`config.mk`:
```
export PLATFORM = sky130hd
export DESIGN_NAME = dem_switch_tree
export DESIGN_NICKNAME = d
export VERILOG_FILES = /design/src/rtl/dem_switch_tree.sv
export SDC_FILE = /design/constraint.sdc
export NUM_CORES = 1
export LEC_CHECK = 0
export ABC_AREA = 0
export CELL_PAD_IN_SITES_DETAIL_PLACEMENT = 0
export CELL_PAD_IN_SITES_GLOBAL_PLACEMENT = 1
export CORE_ASPECT_RATIO = 1.1
export CORE_MARGIN = 3
export CORE_UTILIZATION = 42
export DETAILED_ROUTE_END_ITERATION = 10
export GPL_TIMING_DRIVEN = 1
export HOLD_SLACK_MARGIN = 0.03
export PLACE_DENSITY = 0.83
export SYNTH_ARGS = -nofsm -noshare
export SYNTH_HDL_FRONTEND = slang
export SYNTH_SLANG_ARGS = --single-unit
```
`constraint.sdc`:
```
create_clock -name clk_i -period 1.6 [get_ports clk_i]
set_input_delay 0.32 -clock clk_i [delete_from_list [all_inputs] [get_ports clk_i]]
set_output_delay 0.32 -clock clk_i [all_outputs]
set_load 0.02 [all_outputs]
```
`src/rtl/dem_switch_tree.sv`:
```
// dem_switch_tree: tree-structured dynamic element matching encoder for a unit-element DAC.
// A clamped input count is split through N_LAYERS layers of 2-way switching nodes into
// 2**N_LAYERS one-bit unit-element enables. There is one register stage per layer.
// Odd node inputs are steered in one of three ways: static, LFSR pseudo-random, or
// first-order noise-shaped using a toggle bit per node.
// Ports:
//   clk_i    - clock, rising edge
//   reset_i  - synchronous active-high reset
//   valid_i  - x_in_i / mode_i carry a sample this cycle
//   x_in_i   - unit-element count, 0..2**N_LAYERS; larger values are clamped
//   mode_i   - 0 static, 1 random, 2 noise-shaped, 3 same as static
//   valid_o  - unit_o carries a sample this cycle
//   unit_o   - element enables, bit i = leaf i
//   ovf_o    - the sample on unit_o was clamped
module dem_switch_tree #(
    parameter int unsigned N_LAYERS  = 3,
    parameter logic [15:0] LFSR_SEED = 16'hACE1
) (
    input  logic                     clk_i,
    input  logic                     reset_i,
    input  logic                     valid_i,
    input  logic [N_LAYERS:0]        x_in_i,
    input  logic [1:0]               mode_i,
    output logic                     valid_o,
    output logic [(2**N_LAYERS)-1:0] unit_o,
    output logic                     ovf_o
);

    localparam int unsigned Leaves    = 2 ** N_LAYERS;
    localparam int unsigned Cw        = N_LAYERS + 1;
    localparam int unsigned Nodes     = Leaves - 1;
    localparam int unsigned MetaDepth = (N_LAYERS > 1) ? N_LAYERS - 1 : 1;

    typedef logic [Cw-1:0] cnt_t;
    typedef cnt_t cnt_row_t [Leaves];

    logic [15:0]      lfsr_q;
    logic [15:0]      lfsr_next;
    logic [Nodes-1:0] tog_q;
    logic [Nodes-1:0] tog_d;

    // Stage k holds the outputs of layer k. Mode and the latched LFSR value are not needed
    // after the last layer, so they are kept for the first N_LAYERS-1 stages only.
    logic        vld_q   [1:N_LAYERS];
    logic        ovf_q   [1:N_LAYERS];
    cnt_row_t    cnt_q   [1:N_LAYERS];
    cnt_row_t    cnt_d   [1:N_LAYERS];
    logic [1:0]  mode_q  [1:MetaDepth];
    logic [15:0] lfsr_sq [1:MetaDepth];

    // Inputs of layer k+1. Index 0 is the unregistered input sample.
    cnt_row_t    lx [N_LAYERS];
    logic        lv [N_LAYERS];
    logic        lo [N_LAYERS];
    logic [1:0]  lm [N_LAYERS];
    logic [15:0] lr [N_LAYERS];

    logic ovf_in;
    cnt_t x_clamp;

    // Galois LFSR for x^16+x^14+x^13+x^11+1 in its right-shifting form.
    assign lfsr_next = {1'b0, lfsr_q[15:1]} ^ (lfsr_q[0] ? 16'hB400 : 16'h0000);

    // Bubbles enter the tree as a zero count, so they never touch a toggle and reach the
    // output with all enables low.
    always_comb begin
        ovf_in  = valid_i && (x_in_i > cnt_t'(Leaves));
        x_clamp = '0;
        if (valid_i) begin
            x_clamp = ovf_in ? cnt_t'(Leaves) : x_in_i;
        end
    end

    always_comb begin
        int   node;
        cnt_t xv;
        cnt_t half;
        cnt_t half_up;
        cnt_t top;
        cnt_t bot;
        logic up;

        node    = 0;
        xv      = '0;
        half    = '0;
        half_up = '0;
        top     = '0;
        bot     = '0;
        up      = 1'b1;
        tog_d   = tog_q;

        for (int k = 0; k < N_LAYERS; k++) begin
            for (int j = 0; j < Leaves; j++) begin
                lx[k][j] = '0;
            end
        end
        lx[0][0] = x_clamp;
        lv[0]    = valid_i;
        lo[0]    = ovf_in;
        lm[0]    = mode_i;
        lr[0]    = lfsr_q;
        for (int k = 1; k < N_LAYERS; k++) begin
            lx[k] = cnt_q[k];
            lv[k] = vld_q[k];
            lo[k] = ovf_q[k];
            lm[k] = mode_q[k];
            lr[k] = lfsr_sq[k];
        end

        for (int k = 1; k <= N_LAYERS; k++) begin
            for (int j = 0; j < Leaves; j++) begin
                cnt_d[k][j] = '0;
            end
        end

        for (int k = 0; k < N_LAYERS; k++) begin
            for (int j = 0; j < (1 << k); j++) begin
                node    = (1 << k) - 1 + j;
                xv      = lx[k][j];
                half    = xv >> 1;
                half_up = (xv + cnt_t'(1)) >> 1;
                case (lm[k])
                    2'd1:    up = lr[k][node % 16];
                    2'd2: begin
                        up = ~tog_q[node];
                        if (lv[k] && xv[0]) begin
                            tog_d[node] = ~tog_q[node];
                        end
                    end
                    default: up = 1'b1;
                endcase
                // Even counts split evenly; an odd count sends the extra unit up or down.
                if (!xv[0]) begin
                    top = half;
                    bot = half;
                end else if (up) begin
                    top = half_up;
                    bot = half;
                end else begin
                    top = half;
                    bot = half_up;
                end
                cnt_d[k+1][2*j]   = top;
                cnt_d[k+1][2*j+1] = bot;
            end
        end
    end

    always_ff @(posedge clk_i) begin
        if (reset_i) begin
            lfsr_q <= LFSR_SEED;
            tog_q  <= '0;
            for (int k = 1; k <= N_LAYERS; k++) begin
                vld_q[k] <= 1'b0;
                ovf_q[k] <= 1'b0;
                for (int j = 0; j < Leaves; j++) begin
                    cnt_q[k][j] <= '0;
                end
            end
            for (int k = 1; k <= MetaDepth; k++) begin
                mode_q[k]  <= '0;
                lfsr_sq[k] <= '0;
            end
        end else begin
            tog_q <= tog_d;
            if (valid_i) begin
                lfsr_q <= lfsr_next;
            end
            for (int k = 1; k <= N_LAYERS; k++) begin
                vld_q[k] <= lv[k-1];
                ovf_q[k] <= lo[k-1];
                cnt_q[k] <= cnt_d[k];
            end
            for (int k = 1; k <= MetaDepth; k++) begin
                mode_q[k]  <= lm[k-1];
                lfsr_sq[k] <= lr[k-1];
            end
        end
    end

    // Leaf counts are 0 or 1 by construction.
    always_comb begin
        for (int i = 0; i < Leaves; i++) begin
            unit_o[i] = |cnt_q[N_LAYERS][i];
        end
    end

    assign valid_o = vld_q[N_LAYERS];
    assign ovf_o   = ovf_q[N_LAYERS];

endmodule

```
## Word level (Yosys, flattened, before mapping)

Memory sizes are Yosys's and may differ from the RTL's.
Index checks and enable logic that the tools add are counted.
W data, S select, Z words.

- Logic and storage cells: 125
- Memories kept: 5
- Register bits after elaboration: 23
- Input bits: 9
- RAM bits: 120
- Output and inout port bits: 10

Memories:

| name | words | bits a word | read ports | clocked after Yosys merged registers in | wr ports | RTL line | RTL |
|---|---|---|---|---|---|---|---|
| cnt_q | 3 | 26 | 3 | 0 | 3 | 46 | `cnt_row_t cnt_q [1:N_LAYERS];` |
| lfsr_sq | 2 | 16 | 2 | 0 | 2 | 49 | `logic [15:0] lfsr_sq [1:MetaDepth];` |
| mode_q | 2 | 2 | 2 | 0 | 2 | 48 | `logic [1:0] mode_q [1:MetaDepth];` |
| ovf_q | 3 | 1 | 3 | 0 | 3 | 45 | `logic ovf_q [1:N_LAYERS];` |
| vld_q | 3 | 1 | 3 | 0 | 3 | 44 | `logic vld_q [1:N_LAYERS];` |

- Eq/ne operators: 6
- $lt $le $gt $ge: 1
- Reductions and logical operators: 23
- $add $sub $neg: 7
- Bitwise gates (word level): 21
- Multiplexer cells: 54

Operator list:

| cell | count |
|---|---|
| $mux W26 | 3 |
| $mux W3 | 26 |
| $mux W16 | 3 |
| $reduce_or A4 Y1 | 8 |
| $add A4 B1 Y4 const B | 7 |
| $mux W4 | 4 |
| $xor A15 B16 Y16 | 1 |
| $pmux W1 S2 | 7 |
| $reduce_and A2 Y1 | 7 |
| $or A1 B1 Y1 | 13 |
| $mux W1 | 9 |
| $logic_and A1 B1 Y1 | 8 |
| $not A1 Y1 | 7 |
| $eq A2 B1 Y1 const B | 3 |
| $eq A2 B2 Y1 const B | 3 |
| $gt A4 B4 Y1 const B | 1 |
| $mux W2 | 2 |

## Logic depth before layout (Yosys ltp)

Gate-level depths: netlist of the first run.

- Depth after elaboration: 8
- Gate-level depth with buffers: 7
- Gate-level depth less buffers: 6

## Least setup slack after synthesis of the first run

No wires, ideal clock.

- Path type: register to register
- Start: memory mode_q[1][0]
- End: register cnt_q[0][71] (netlist name)
- Stages on the path, launching flop included: 6
- Path buffers: 0
- Setup slack: 0.064 ns
- Setup time: 0.123 ns
- Data required time: 1.477 ns
- Arrival time: 1.412 ns
- Clock period less this slack: 1.536 ns
- Cells stage by stage: dfxtp_1 inv_1 ha_1 a211o_1 nor2_1 mux2_1

RTL lines:

| element | RTL line |
|---|---|
| start: declaration | 48 |

==> out/metrics.yaml, run 1 <==
status: "complete, no violations"
cts_buffer_depth: 2
synthTopCellsByCount: "dfxtp_1 (85), nor2_1 (47), nor2b_1 (23)"
dieArea_mm2: 0.00929
drt_pass1_iterations: 4
setup_slack_ns: 0.0813
worstSetupPathType: "in -> reg"
cts.sinks: 85
synth_area_leader_cell: "dfxtp_1"
finish.utilization_pct: 53.8
p_sw_share_pct: 22.3
viasPerCell: 4.77
combPwrFrac_pct: 8.5
layout_min_cycle_time_ns: 1.52
crit_family: "buffers and inverters"
crit_path_start_kind: "input pin"
vias: 2362
cp_num_cells: 6
diodes: 0
groute.usage.overall_pct: 12.9
holdPathStages: 2
r2r_start: "mode_q[1][0]"
portBuffers: 18
drtIter0Drc: 46
p_int_mw: 3.28
end_kind: "flip-flop"
syn_area_mm2: 0.00343
grt_pass1_wl_um: 9550
start_util_pct: 44.7
place_hpwl_um: 3960
core-area_mm2: 0.00768
slowest_delay_ns: 0.48
drive_gt1_share_pct: 21.3
synthesis.nets: 366
rows: 33
synth-async-reset-ratio_pct: 0
fin_area_mm2: 0.00413
reg2reg_depth: 5
worst-path-max-fanout: 3
clock-root-buffer: "clkbuf_8"
r2r-end: "cnt_q[0][71]"
overflow: 0
pwr-share-clk_pct: 38.9
min_period_over_period_pct: 94.9
synth_edf_count: 0
drc: 0
ant_nets: 0
synthFlopType: "dfxtp_1"
syn2layout_area_growth_pct: 20.4
slew_headroom_pct: 69.4
cp.arrival_ns: 1.79
cts_tree: "built"
dpl_cell_area_mm2: 0.00390
drv_cap: 0
yosys.area.top_type_share_pct: 49.6
yosysMostFrequentCell: "dfxtp_1"
min_from: "reset_i"
ctsHoldBuffers: 0
hold_end: "lfsr_q[1]"
dp_slack_ns: -0.317
cpMaxStageDelayCell: "clkdlybuf4s50_1"
powerDensity_mw_per_mm2: 1020
drv_slew: 0
synthCells: 344
crit_path_cell_trace: "clkdlybuf4s50_1 > inv_1 > ha_1 > a211o_1 > nor2_2 > mux2i_1"
clock_latency_ns: 0.35
rrSetupSlack_ns: 0.08
ys_seq_area_share_pct: 49.6
worst_slew_pin_slew_ns: 0.459
wl_per_cell_um: 11.0
grt_start_max_net_pins: 35
finalSetupTns_ns: 0
ys_ff_latch: 85
ios: 19
crit_buf_inv: 2
rsz0062_at_grt: "no"
clock_skew_ns: 0.00696
ys_types: 44
power.leakage_nw: 1.75
max_freq_ghz: 0.658
syn_area_per_cell_um2: 9.98
yosys-top-cells-area: "dfxtp_1 (50%), nor2_1 (5.1%), mux2i_1 (5.0%), ha_1 (4.7%), nor2b_1 (4.2%)"
synth_warnings: 0
clk_pin_slew_worst_paths_ns: 0.08
die_y_um: 101
final_nets: 408
cp.required_ns: 1.88
power.switching_uw: 944
cts.htree.levels: 3
hold_viol: 0
antenna_found_initial: 0
hold_path.class: "in -> reg"
die_x_um: 92.2
numCtsBuffers: 9
setup_viol: 0
ir_drop_mv: 0.520
p_seq_share_pct: 52.6
grt_pass1_vias: 2289
drt_wl_total_um: 5450
place.gp.congestion: 0.842
-- cells in the final DEF, fill, tap and decap left out, types with 4 or more instances in the layout --
master and instances:
a21oi_1 11, nor2b_1 23, mux2i_1 17, inv_1 7, nand4_1 4, clkbuf_8 10
a21bo_1 5, or3_1 8, xnor2_1 8, buf_2 9, ha_1 10, dfxtp_1 83
clkdlybuf4s50_1 7, nand3_1 15, nand4b_1 6, nor2_1 45, a211o_1 8, xor2_1 12
nand2b_2 4, a21oi_2 8, nand2_1 21, buf_4 23
-- registers in the layout, summed over array words and instances, names as in the netlist --
| register | count |
|---|---|
| mode_q | 4 |
| lfsr_q | 16 |
| lfsr_sq | 10 |
| vld_q | 3 |
| ovf_q | 3 |
| tog_q | 7 |
| cnt_q | 42 |
-- cell type report --
| class | count | area [um^2] |
|---|---|---|
| Multi-Input combinational cell | 239 | 1680 |
| Sequential cell | 85 | 1700 |
| Tap cell | 105 | 131 |
| Inverter | 7 | 26.3 |
| Clock inverter | 5 | 83.8 |
| Clock buffer | 10 | 138 |
| Fill cell | 721 | 3550 |
| Timing Repair Buffer | 44 | 369 |
-- power by group through the flow --
stage / logic [mW] / registers (mW) / clock network [mW]
final: 0.360 / 2.22 / 1.64
after global routing: 0.404 / 2.23 / 1.78
after CTS: 0.354 / 2.22 / 1.70
after detailed placement: 0.354 / 2.27 / 0
after global placement: 0.348 / 2.27 / 0
after floorplan: 0.232 / 2.26 / 0
-- worst max path at each step --
stage	start	endpoint	slack, ns
after floorplan	mode_q[1][0]	cnt_q[0][71]	0.06
after global placement	mode_i[0]	cnt_q[0][45]	-0.27
after detailed placement	mode_i[0]	cnt_q[0][45]	-0.32
after CTS	vld_q[0][3]	valid_o	0.0006
after global routing	mode_q[1][0]	cnt_q[0][65]	0.01
final	mode_i[0]	cnt_q[0][45]	0.08
-- worst reg2reg max path, cell delays in order (launching register included) --
cell and delay (ns):
dfxtp_2 0.34, inv_1 0.08, ha_4 0.26, a211o_1 0.30, nor2_2 0.12, mux2_1 0.32
-- per-stage QoR --
stage          power [mW]  instances  hold WS, ns
2_1_floorplan        2.49        344        0.414
3_3_place_gp         2.62        479        0.423
3_5_place_dp         2.62        479        0.424
4_1_cts              4.27        494        0.398
5_1_grt              4.41        495        0.434
6_report             4.22        495        0.399
-- cells by family after synthesis --
family / after synthesis / share of synthesized area (%)
mux: 19 / 5.72
xor+xnor: 20 / 5.10
buf+inv: 20 / 2.55
compound gates: 40 / 9.48
flops: 85 / 49.6
fa+ha+maj: 13 / 4.74
simple gates: 147 / 22.8
-- metal layers --
layer | global-route usage [%] | part of all wire, % | vias up
met5 | 0 | 0 | -
met4 | 7.89 | 2.6 | 0
met3 | 2.91 | 3.4 | 9
met2 | 22.4 | 49 | 31
met1 | 14.5 | 45 | 1077
li1 | - | - | 1245
-- what timing repair did --
| item | in CTS | in global routing |
|---|---|---|
| pin swaps | 0 | 2 |
| buffers inserted | 0 | 1 |
| gates cloned | 0 | 0 |
| gates resized for setup | 32 | 11 |
| endpoints found under the setup margin | 11 | 18 |
Power figures use the tool's default switching activity.
==> run 2: changes to the inputs <==
--- a/config.mk
+++ b/config.mk
@@ -6,14 +6,11 @@
 export NUM_CORES = 1
 export LEC_CHECK = 0
 export ABC_AREA = 0
-export CELL_PAD_IN_SITES_DETAIL_PLACEMENT = 0
-export CELL_PAD_IN_SITES_GLOBAL_PLACEMENT = 1
 export CORE_ASPECT_RATIO = 1.1
 export CORE_MARGIN = 3
-export CORE_UTILIZATION = 42
+export CORE_UTILIZATION = 53
 export DETAILED_ROUTE_END_ITERATION = 10
 export GPL_TIMING_DRIVEN = 1
-export HOLD_SLACK_MARGIN = 0.03
 export PLACE_DENSITY = 0.83
 export SYNTH_ARGS = -nofsm -noshare
 export SYNTH_HDL_FRONTEND = slang
==> run 2 against run 1 <==
- combinational power fell by 3%
- cell count is 6.3% lower
- total power up 3.9%
- wire length grew 7.1%
- clock-buffer cell count increased by 1
==> out/metrics.yaml, run 2 (same netlist as run 1, synthesis figures left out) <==
syn2layout_area_growth_pct: 18.5
largest_reg_flops: 42
holdPathStages: 3
slowest_delay_ns: 0.47
hold_viol: 0
multi_input_area_mm2: 0.00170
rows: 30
min_period_over_period_pct: 96.0
core-area_mm2: 0.00623
die_x_um: 82.7
clock_skew_ns: 0.00455
finalSetupTns_ns: 0
end_kind: "flip-flop"
hold_slack_ns: 0.405
cts.sinks: 85
clock-root-buffer: "clkbuf_8"
setup_viol: 0
r2r_start: "mode_q[1][0]"
clk_pin_slew_worst_paths_ns: 0.08
numCtsBuffers: 9
hold_path.class: "in -> reg"
groute.usage.overall_pct: 17.2
place.gp.congestion: 0.879
hold_end: "mode_q[1][1]"
ios: 19
cp.arrival_ns: 1.81
overflow: 0
crit_path_cell_trace: "clkdlybuf4s50_1 > inv_1 > ha_1 > a211o_1 > nor2_2 > mux2i_1"
dpl_cell_area_mm2: 0.00379
grt_start_max_net_pins: 41
drtIter0Drc: 79
place_hpwl_um: 3910
worstSetupPathType: "in -> reg"
drt_wl_total_um: 5830
portBuffers: 18
dp_slack_ns: -0.316
layout_min_cycle_time_ns: 1.54
ctsHoldBuffers: 0
fillers: 509
viasPerCell: 5.27
clock_latency_ns: 0.35
drive_gt1_share_pct: 19.8
dp.cells: 447
reg.largest.list: "cnt_q x42, lfsr_q x16, lfsr_sq x10"
crit_path_start_kind: "input pin"
min_from: "reset_i"
setup_slack_ns: 0.0648
powerDensity_mw_per_mm2: 1080
seq_area_mm2: 0.00170
cts_tree: "built"
ant_nets: 0
drc: 0
layout_commonest_cell: "dfxtp_1"
slew_headroom_pct: 77.2
vias: 2446
fin_area_mm2: 0.00407
start_util_pct: 55.1
layout.cells.non_filler: 464
status: "complete, no violations"
dieArea_mm2: 0.00748
drv_cap: 0
diodes: 0
regMostFlops: "cnt_q"
die_y_um: 90.4
cts_buffer_depth: 2
cts.htree.levels: 3
drv_slew: 0
r2r-end: "cnt_q[0][71]"
cp.required_ns: 1.87
worst_slew_pin_slew_ns: 0.342
rrSetupSlack_ns: 0.07
drt_pass1_iterations: 4
power.leakage_nw: 1.73
max_freq_ghz: 0.651
grt_pass1_vias: 2371
worst-path-max-fanout: 3
reg2reg_depth: 6
final_cell_mix: "dfxtp_1 (84), nor2_1 (45), nor2b_1 (23)"
ir_drop_mv: 0.662
cpMaxStageDelayCell: "clkdlybuf4s50_1"
antenna_found_initial: 0
final_nets: 401
wl_per_cell_um: 12.6
grt_pass1_wl_um: 10000
-- run 2: critical path, delay by kind of cell --
| family | cells | cell delay [ns] |
|---|---|---|
| AOI/OAI and AO/OA | 1 | 0.32 |
| adders and majority gates | 1 | 0.31 |
| buffers and inverters | 2 | 0.53 |
| muxes | 1 | 0.20 |
| and+or+nand+nor | 1 | 0.13 |
-- run 2: what timing repair did --
action	4_1_cts	5_1_grt
gates resized for setup	27	17
setup buffers	0	1
setup endpoints to repair	10	20
pin swaps	1	2
-- run 2: worst max-delay path by stage --
stage,cells past startpoint,endpoint,start,slack [ns]
after floorplan,5,cnt_q[0][71],mode_q[1][0],0.06
after global placement,7,cnt_q[0][45],mode_i[0],-0.26
after detailed placement,7,cnt_q[0][45],mode_i[0],-0.32
after CTS,6,cnt_q[0][71],mode_q[1][0],0.0005
after global routing,7,cnt_q[0][68],mode_q[1][0],-0.008
final,6,cnt_q[0][45],mode_i[0],0.06
-- run 2: stage by stage --
step / util (%) / total power [mW]
6_report: 65.3 / 4.39
5_1_grt: 65.3 / 4.56
4_1_cts: 65.1 / 4.41
3_5_place_dp: 60.9 / 2.60
3_3_place_gp: 60.9 / 2.59
2_1_floorplan: - / 2.49
-- run 2: final cells by class --
cell class	instances	area share, %
Sequential cell	85	41.9
Multi-Input combinational cell	239	41.7
Timing Repair Buffer	37	7.26
Clock buffer	11	3.48
Clock inverter	5	2.61
Tap cell	80	2.46
Inverter	7	0.646
-- run 2: power by group --
group	internal (mW)	total, mW	switching, mW	leakage, nW
clock	1.09	1.82	0.733	0.120
sequential	2.18	2.22	0.0449	0.693
combinational	0.171	0.350	0.180	0.919
total	3.43	4.39	0.957	1.73
-- run 2: per-layer routing --
layer | global-route usage, % | share of wire, %
met1 | 18.9 | 42
met4 | 8.45 | 1.9
met5 | 0 | 0
met2 | 29.5 | 53
met3 | 4.89 | 3.5
